## config.mk

```make
export PLATFORM = sky130hd
export DESIGN_NAME = video_sig_recover
export DESIGN_NICKNAME = d
export VERILOG_FILES = /design/src/rtl/video_sig_recover.sv
export SDC_FILE = /design/constraint.sdc
export NUM_CORES = 1
export LEC_CHECK = 0
export ABC_AREA = 1
export BUFFER_PORTS_ARGS = -buffer_cell sky130_fd_sc_hd__buf_4
export CORE_ASPECT_RATIO = 1.1
export CORE_MARGIN = 2
export CORE_UTILIZATION = 40
export CTS_BUF_LIST = sky130_fd_sc_hd__clkbuf_4
export CTS_CLUSTER_SIZE = 24
export DETAILED_ROUTE_END_ITERATION = 10
export MAX_ROUTING_LAYER = met4
export PLACE_DENSITY = 0.62
export SLEW_MARGIN = 20
export SYNTH_ARGS = -nofsm -noshare
export SYNTH_HDL_FRONTEND = slang
export SYNTH_SLANG_ARGS = --single-unit
export TNS_END_PERCENT = 100
```

## constraint.sdc

```tcl
create_clock -name pixel_clk_in -period 2.3 [get_ports pixel_clk_in]
set_input_delay 0.46 -clock pixel_clk_in [delete_from_list [all_inputs] [get_ports pixel_clk_in]]
set_output_delay 0.46 -clock pixel_clk_in [all_outputs]
set_load 0.01 [all_outputs]
```

## src/rtl/video_sig_recover.sv

```systemverilog
// video_sig_recover: rebuilds hcount/vcount, new-frame pulse and frame count from raw hs/vs/ad timing,
// checking the stream against the nominal format and reporting lock and timing errors.
module video_sig_recover #(
    parameter int ACTIVE_H_PIXELS = 1280,
    parameter int H_FRONT_PORCH   = 110,
    parameter int H_SYNC_WIDTH    = 40,
    parameter int H_BACK_PORCH    = 220,
    parameter int ACTIVE_LINES    = 720,
    parameter int V_FRONT_PORCH   = 5,
    parameter int V_SYNC_WIDTH    = 5,
    parameter int V_BACK_PORCH    = 20,
    parameter int FPS             = 60,
    parameter int LOCK_FRAMES     = 2,
    localparam int TP = ACTIVE_H_PIXELS + H_FRONT_PORCH + H_SYNC_WIDTH + H_BACK_PORCH,
    localparam int TL = ACTIVE_LINES + V_FRONT_PORCH + V_SYNC_WIDTH + V_BACK_PORCH,
    localparam int HW = $clog2(TP),
    localparam int VW = $clog2(TL)
) (
    input  logic          pixel_clk_in,
    input  logic          rst_n_in,
    input  logic          hs_in,
    input  logic          vs_in,
    input  logic          ad_in,
    output logic [HW-1:0] hcount_out,
    output logic [VW-1:0] vcount_out,
    output logic          ad_out,
    output logic          nf_out,
    output logic [5:0]    fc_out,
    output logic          locked_out,
    output logic          err_out
);
    localparam int TIMEOUT = 2 * TP * TL;
    localparam int TW = $clog2(TIMEOUT + 1);
    localparam int GW = $clog2(LOCK_FRAMES + 1);
    localparam logic [HW-1:0] H_LAST = HW'(TP - 1);
    localparam logic [HW-1:0] H_ACT  = HW'(ACTIVE_H_PIXELS);
    localparam logic [HW-1:0] H_HS   = HW'(ACTIVE_H_PIXELS + H_FRONT_PORCH);
    localparam logic [VW-1:0] V_LAST = VW'(TL - 1);
    localparam logic [VW-1:0] V_ACT  = VW'(ACTIVE_LINES);
    localparam logic [VW-1:0] V_VS   = VW'(ACTIVE_LINES + V_FRONT_PORCH);
    localparam logic [TW-1:0] TO_LAST = TW'(TIMEOUT - 1);
    localparam logic [GW-1:0] G_LOCK  = GW'(LOCK_FRAMES);
    localparam logic [5:0]    FC_LAST = 6'(FPS - 1);

    typedef enum logic [1:0] {SEARCH, TRACK, LOCKED} state_t;

    state_t        state_q, state_d;
    logic [HW-1:0] h_q, h_d, h_e;
    logic [VW-1:0] v_q, v_d, v_e;
    logic [TW-1:0] to_q, to_d;
    logic [GW-1:0] good_q, good_d;
    logic [5:0]    fc_q, fc_d;
    logic          hs_q, vs_q, ad_q, ad_d, nf_q, nf_d, err_q, err_d;
    logic          hs_rise, vs_rise, bad;

    // (h_q, v_q) is the position of the previous sample; h_e/v_e is where the current sample should be
    assign hs_rise = hs_in & ~hs_q;
    assign vs_rise = vs_in & ~vs_q;
    assign h_e = (h_q == H_LAST) ? '0 : h_q + 1'b1;
    assign v_e = (h_q != H_LAST) ? v_q : (v_q == V_LAST) ? '0 : v_q + 1'b1;
    assign bad = (hs_rise && h_e != H_HS) || (vs_rise && (h_e != '0 || v_e != V_VS))
               || (ad_in != (h_e < H_ACT && v_e < V_ACT));

    always_comb begin
        state_d = state_q;
        h_d     = h_q;
        v_d     = v_q;
        to_d    = to_q;
        good_d  = good_q;
        err_d   = 1'b0;
        if (state_q == SEARCH) begin
            if (vs_rise) begin
                state_d = TRACK;
                h_d     = '0;
                v_d     = V_VS;
                to_d    = '0;
                good_d  = '0;
            end
        end else begin
            h_d     = vs_rise ? '0 : hs_rise ? H_HS : h_e;
            v_d     = vs_rise ? V_VS : v_e;
            to_d    = vs_rise ? '0 : to_q + 1'b1;
            good_d  = bad ? '0 : (vs_rise && good_q != G_LOCK) ? good_q + 1'b1 : good_q;
            state_d = bad ? TRACK : (good_d == G_LOCK) ? LOCKED : state_q;
            err_d   = bad;
            // losing vs entirely drops back to search silently
            if (!vs_rise && to_q == TO_LAST) begin
                state_d = SEARCH;
                h_d     = '0;
                v_d     = '0;
                to_d    = '0;
                good_d  = '0;
                err_d   = 1'b0;
            end
        end
        ad_d = (state_d == LOCKED) && h_d < H_ACT && v_d < V_ACT;
        nf_d = (state_d == LOCKED) && h_d == H_ACT && v_d == V_ACT;
        fc_d = nf_d ? ((fc_q == FC_LAST) ? '0 : fc_q + 1'b1) : fc_q;
    end

    always_ff @(posedge pixel_clk_in or negedge rst_n_in) begin
        if (!rst_n_in) begin
            state_q <= SEARCH;
            h_q     <= '0;
            v_q     <= '0;
            to_q    <= '0;
            good_q  <= '0;
            fc_q    <= '0;
            hs_q    <= 1'b0;
            vs_q    <= 1'b0;
            ad_q    <= 1'b0;
            nf_q    <= 1'b0;
            err_q   <= 1'b0;
        end else begin
            state_q <= state_d;
            h_q     <= h_d;
            v_q     <= v_d;
            to_q    <= to_d;
            good_q  <= good_d;
            fc_q    <= fc_d;
            hs_q    <= hs_in;
            vs_q    <= vs_in;
            ad_q    <= ad_d;
            nf_q    <= nf_d;
            err_q   <= err_d;
        end
    end

    assign hcount_out = h_q;
    assign vcount_out = v_q;
    assign ad_out     = ad_q;
    assign nf_out     = nf_q;
    assign fc_out     = fc_q;
    assign locked_out = (state_q == LOCKED);
    assign err_out    = err_q;
endmodule

```

==> flow_metrics.tcl <==
set metrics [dict create \
    status "complete, but fails checks" \
    violations "setup timing" \
    synth_top_area_cell "dfrtp_1" \
    antenna_found_initial 0 \
    setup.worst_path.start_class "flop" \
    r2r_start "hcount_out[1]$_DFF_PN0_" \
    register_area_um2 1459 \
    hold_violations 0 \
    n_antenna_cell 0 \
    peakVddDrop_uv 365.7 \
    clk_latency_ns 0.44 \
    synth_edf_count 0 \
    path_class "flop to flop" \
    portBuffers 35 \
    grt_max_degree 59 \
    layout.nets 757 \
    tightest_slew_ns 0.7573 \
    yosysTopAreaCellShare 0.3660 \
    dp.final_hpwl_um 8845 \
    die_y_um 108.4 \
    fmax_mhz 390.0 \
    clkSinkCount 58 \
    power.density_nw_per_um2 679.8 \
    grt_util_all_layers 0.2363 \
    root_buffer "clkbuf_4" \
    cts.path.max_buffers 2 \
    fin_skew_ns 0.03055 \
    dieArea_um2 10730 \
    slew_headroom 0.4952 \
    stdcell_count 870 \
    yosysUniqueCellTypes 40 \
    async_flop_share 1.000 \
    ios 36 \
    grt.overflow.total 0 \
    syn_area_um2 3965 \
    coreArea_um2 9747 \
    cp-end-kind "flop" \
    ant_nets 0 \
    finalCritPeriodShare 1.115 \
    cts_tree "built" \
    synth_area_per_cell_um2 6.896 \
    yosysWarnings 0 \
    cap_violations 0 \
    arrival_ns 2.92 \
    postCtsHoldBufs 0 \
    drv_slew 0 \
    grt_pass1_wl_um 19570 \
    finalSetupTns_ns -2.379 \
    drc_errors 0 \
    routedWlPerCell_um 14.10 \
    multi_input_area_um2 2407 \
    path_clk_slew_ns 0.12 \
    crit_start "hcount_out[1]$_DFF_PN0_" \
    synthCells 575 \
    synth.top_cells.by_area "dfrtp_1 (37%), nand2_1 (15%), inv_1 (7.9%)" \
    p_leak_nw 2.900 \
    numPlacedInstances 833 \
    finalCriticalPeriod_ns 2.564 \
    worstPathRequired_ns 2.65 \
    cts_buffers 9 \
    htreeDepth 3 \
    yosys_most_used_dff "dfrtp_1" \
    setup_viol 14 \
    drive_gt1_frac 0.3893 \
    fillCellCount 882 \
    crit_path_max_fanout 6 \
    grt_pass1_vias 4197 \
    die_w_um 98.93 \
    ys_ff_latch 58 \
    synthesis.nets 587 \
    first_iter_violations 178 \
    synth-seq-area-share 0.3660 \
    drt-total-wl_um 12270 \
    finalWeightedCongestion 0.9225 \
    hp-class "input port to asynchronous set/reset pin" \
    std_cell_rows 38 \
    setup_ws_ns -0.2641 \
    initial_core_util 0.4068 \
    avgViaCountPerCell 5.068 \
    area_growth_pct 45.28 \
    rsz0062_at_grt "true" \
    num_vias 4409 \
    dr.pass1.iters 4 \
]
[final cells by class]
| cell class | instances | share of cell area |
|---|---|---|
| inverter | 92 | 0.05995 |
| multi-input combinational | 414 | 0.4179 |
| sequential | 58 | 0.2533 |
| clock buffer | 11 | 0.01434 |
| timing repair buffer | 170 | 0.2248 |
| tap | 120 | 0.02606 |
| clock inverter | 5 | 0.003692 |
[cell usage in the layout, fill, tap and decap left out, types with 5 or more instances in the layout]
cell type,synthesis,routed
o22ai_1,8,7
buf_4,1,165
inv_1,83,77
nor3_1,12,7
dfrtp_1,58,52
nand3_2,7,16
o21ai_0,26,23
nor2_1,56,41
xor2_1,8,8
inv_2,8,14
nand4_1,19,19
dfrtp_2,0,6
nor3_2,2,7
a21oi_1,18,16
clkbuf_4,0,11
nand2_1,160,151
nand2_2,7,15
buf_6,1,5
nand3_1,40,28
nor2_4,4,10
nor2_2,6,15
[synthesized netlist by cell type, types with 2 or more instances]
| cell | n |
|---|---|
| ha_1 | 7 |
| a32o_1 | 2 |
| o21ai_1 | 2 |
| nand4_1 | 19 |
| nand3_2 | 7 |
| nand3b_1 | 4 |
| nand3_1 | 40 |
| a31oi_1 | 3 |
| nor2_1 | 56 |
| o21ai_0 | 26 |
| nor3_1 | 12 |
| inv_2 | 8 |
| o32ai_1 | 3 |
| nor4_1 | 3 |
| xor2_1 | 8 |
| nand2_1 | 160 |
| nor3_2 | 2 |
| a22oi_1 | 5 |
| dfrtp_1 | 58 |
| nor2_2 | 6 |
| clkbuf_1 | 4 |
| or2_2 | 4 |
| o22ai_1 | 8 |
| a21oi_1 | 18 |
| nand2_2 | 7 |
| inv_1 | 83 |
| buf_2 | 4 |
| nor2_4 | 4 |
[worst max-delay path: stages, from the launching register on]
cell     delay [ns]
dfrtp_1        0.41
inv_1          0.07
ha_2           0.18
nand4_1        0.18
nor2_4         0.24
nand2_1        0.07
nand2_1        0.08
nand3_2        0.09
nor2_4         0.14
nand2_1        0.06
nor2_1         0.09
nand3_1        0.09
nand2_2        0.11
nand4_4        0.11
nor2_4         0.17
nand3_2        0.11
nor2_4         0.15
nand2_1        0.07
nand2_1        0.06
[final timing paths]
path / endpoint / slack (ns) / cells after the start
min in group pixel_clk_in: vs_q$_DFF_PN0_ / 0.15 / 1
setup reg to reg: fc_out[3]$_DFFE_PN0P_ / -0.26 / 18
setup / recovery: fc_out[3]$_DFFE_PN0P_ / -0.26 / 18
max in group asynchronous: hcount_out[0]$_DFF_PN0_ / 1.66 / 1
hold reg to reg: good_q[1]$_DFFE_PN0P_ / 0.54 / 2
hold / removal: vcount_out[7]$_DFF_PN0_ / 0.09 / 1
[registers in the layout, summed over array words and instances (netlist names)]
register and cells:
ad_out 1, err_out 1, fc_out 6, good_q 2, hcount_out 11, hs_q 1, nf_out 1, state_q 2
to_q 22, vcount_out 10, vs_q 1
[stage by stage]
stage	total power, mW	area, µm²	hold WS, ns	utilization	setup slack (ns)
after floorplan	2.112	3966	0.1644	-	0.04407
after global placement	3.012	5177	0.5038	0.5312	-0.2150
after detailed placement	3.011	5177	0.5364	0.5312	-0.2517
after CTS	3.788	5464	0.09696	0.5606	-0.1934
after global routing	4.179	5761	0.1203	0.5910	-0.5087
final	3.916	5761	0.09351	0.5910	-0.2641
[metal layers]
layer | track usage | up-vias | wire (µm)
met5 | - | - | 0
li1 | - | 2205 | -
met2 | 0.3793 | 110 | 6090
met4 | 0.09980 | 0 | 406
met3 | 0.04525 | 35 | 458
met1 | 0.2926 | 2059 | 5315
[logic make-up after synthesis]
| logic type | synth area share |
|---|---|
| flops | 0.3660 |
| simple gates | 0.3847 |
| compound gates | 0.1079 |
| fa+ha+maj | 0.02209 |
| xor+xnor | 0.01767 |
| buf+inv | 0.1016 |
[repair_timing]
| item | CTS | global route |
|---|---|---|
| endpoints found under the hold margin | 0 | 0 |
| setup buffers | 10 | 12 |
| pin swaps | 22 | 33 |
| setup endpoints to repair | 12 | 18 |
| gates resized for setup | 38 | 51 |
[power by group]
part | internal, mW | switching [mW]
Combinational | 0.918 | 1.08
Sequential | 1.15 | 0.137
Clock | 0.233 | 0.396
Total | 2.30 | 1.62
No activity file was read; power rests on OpenSTA's default activity.
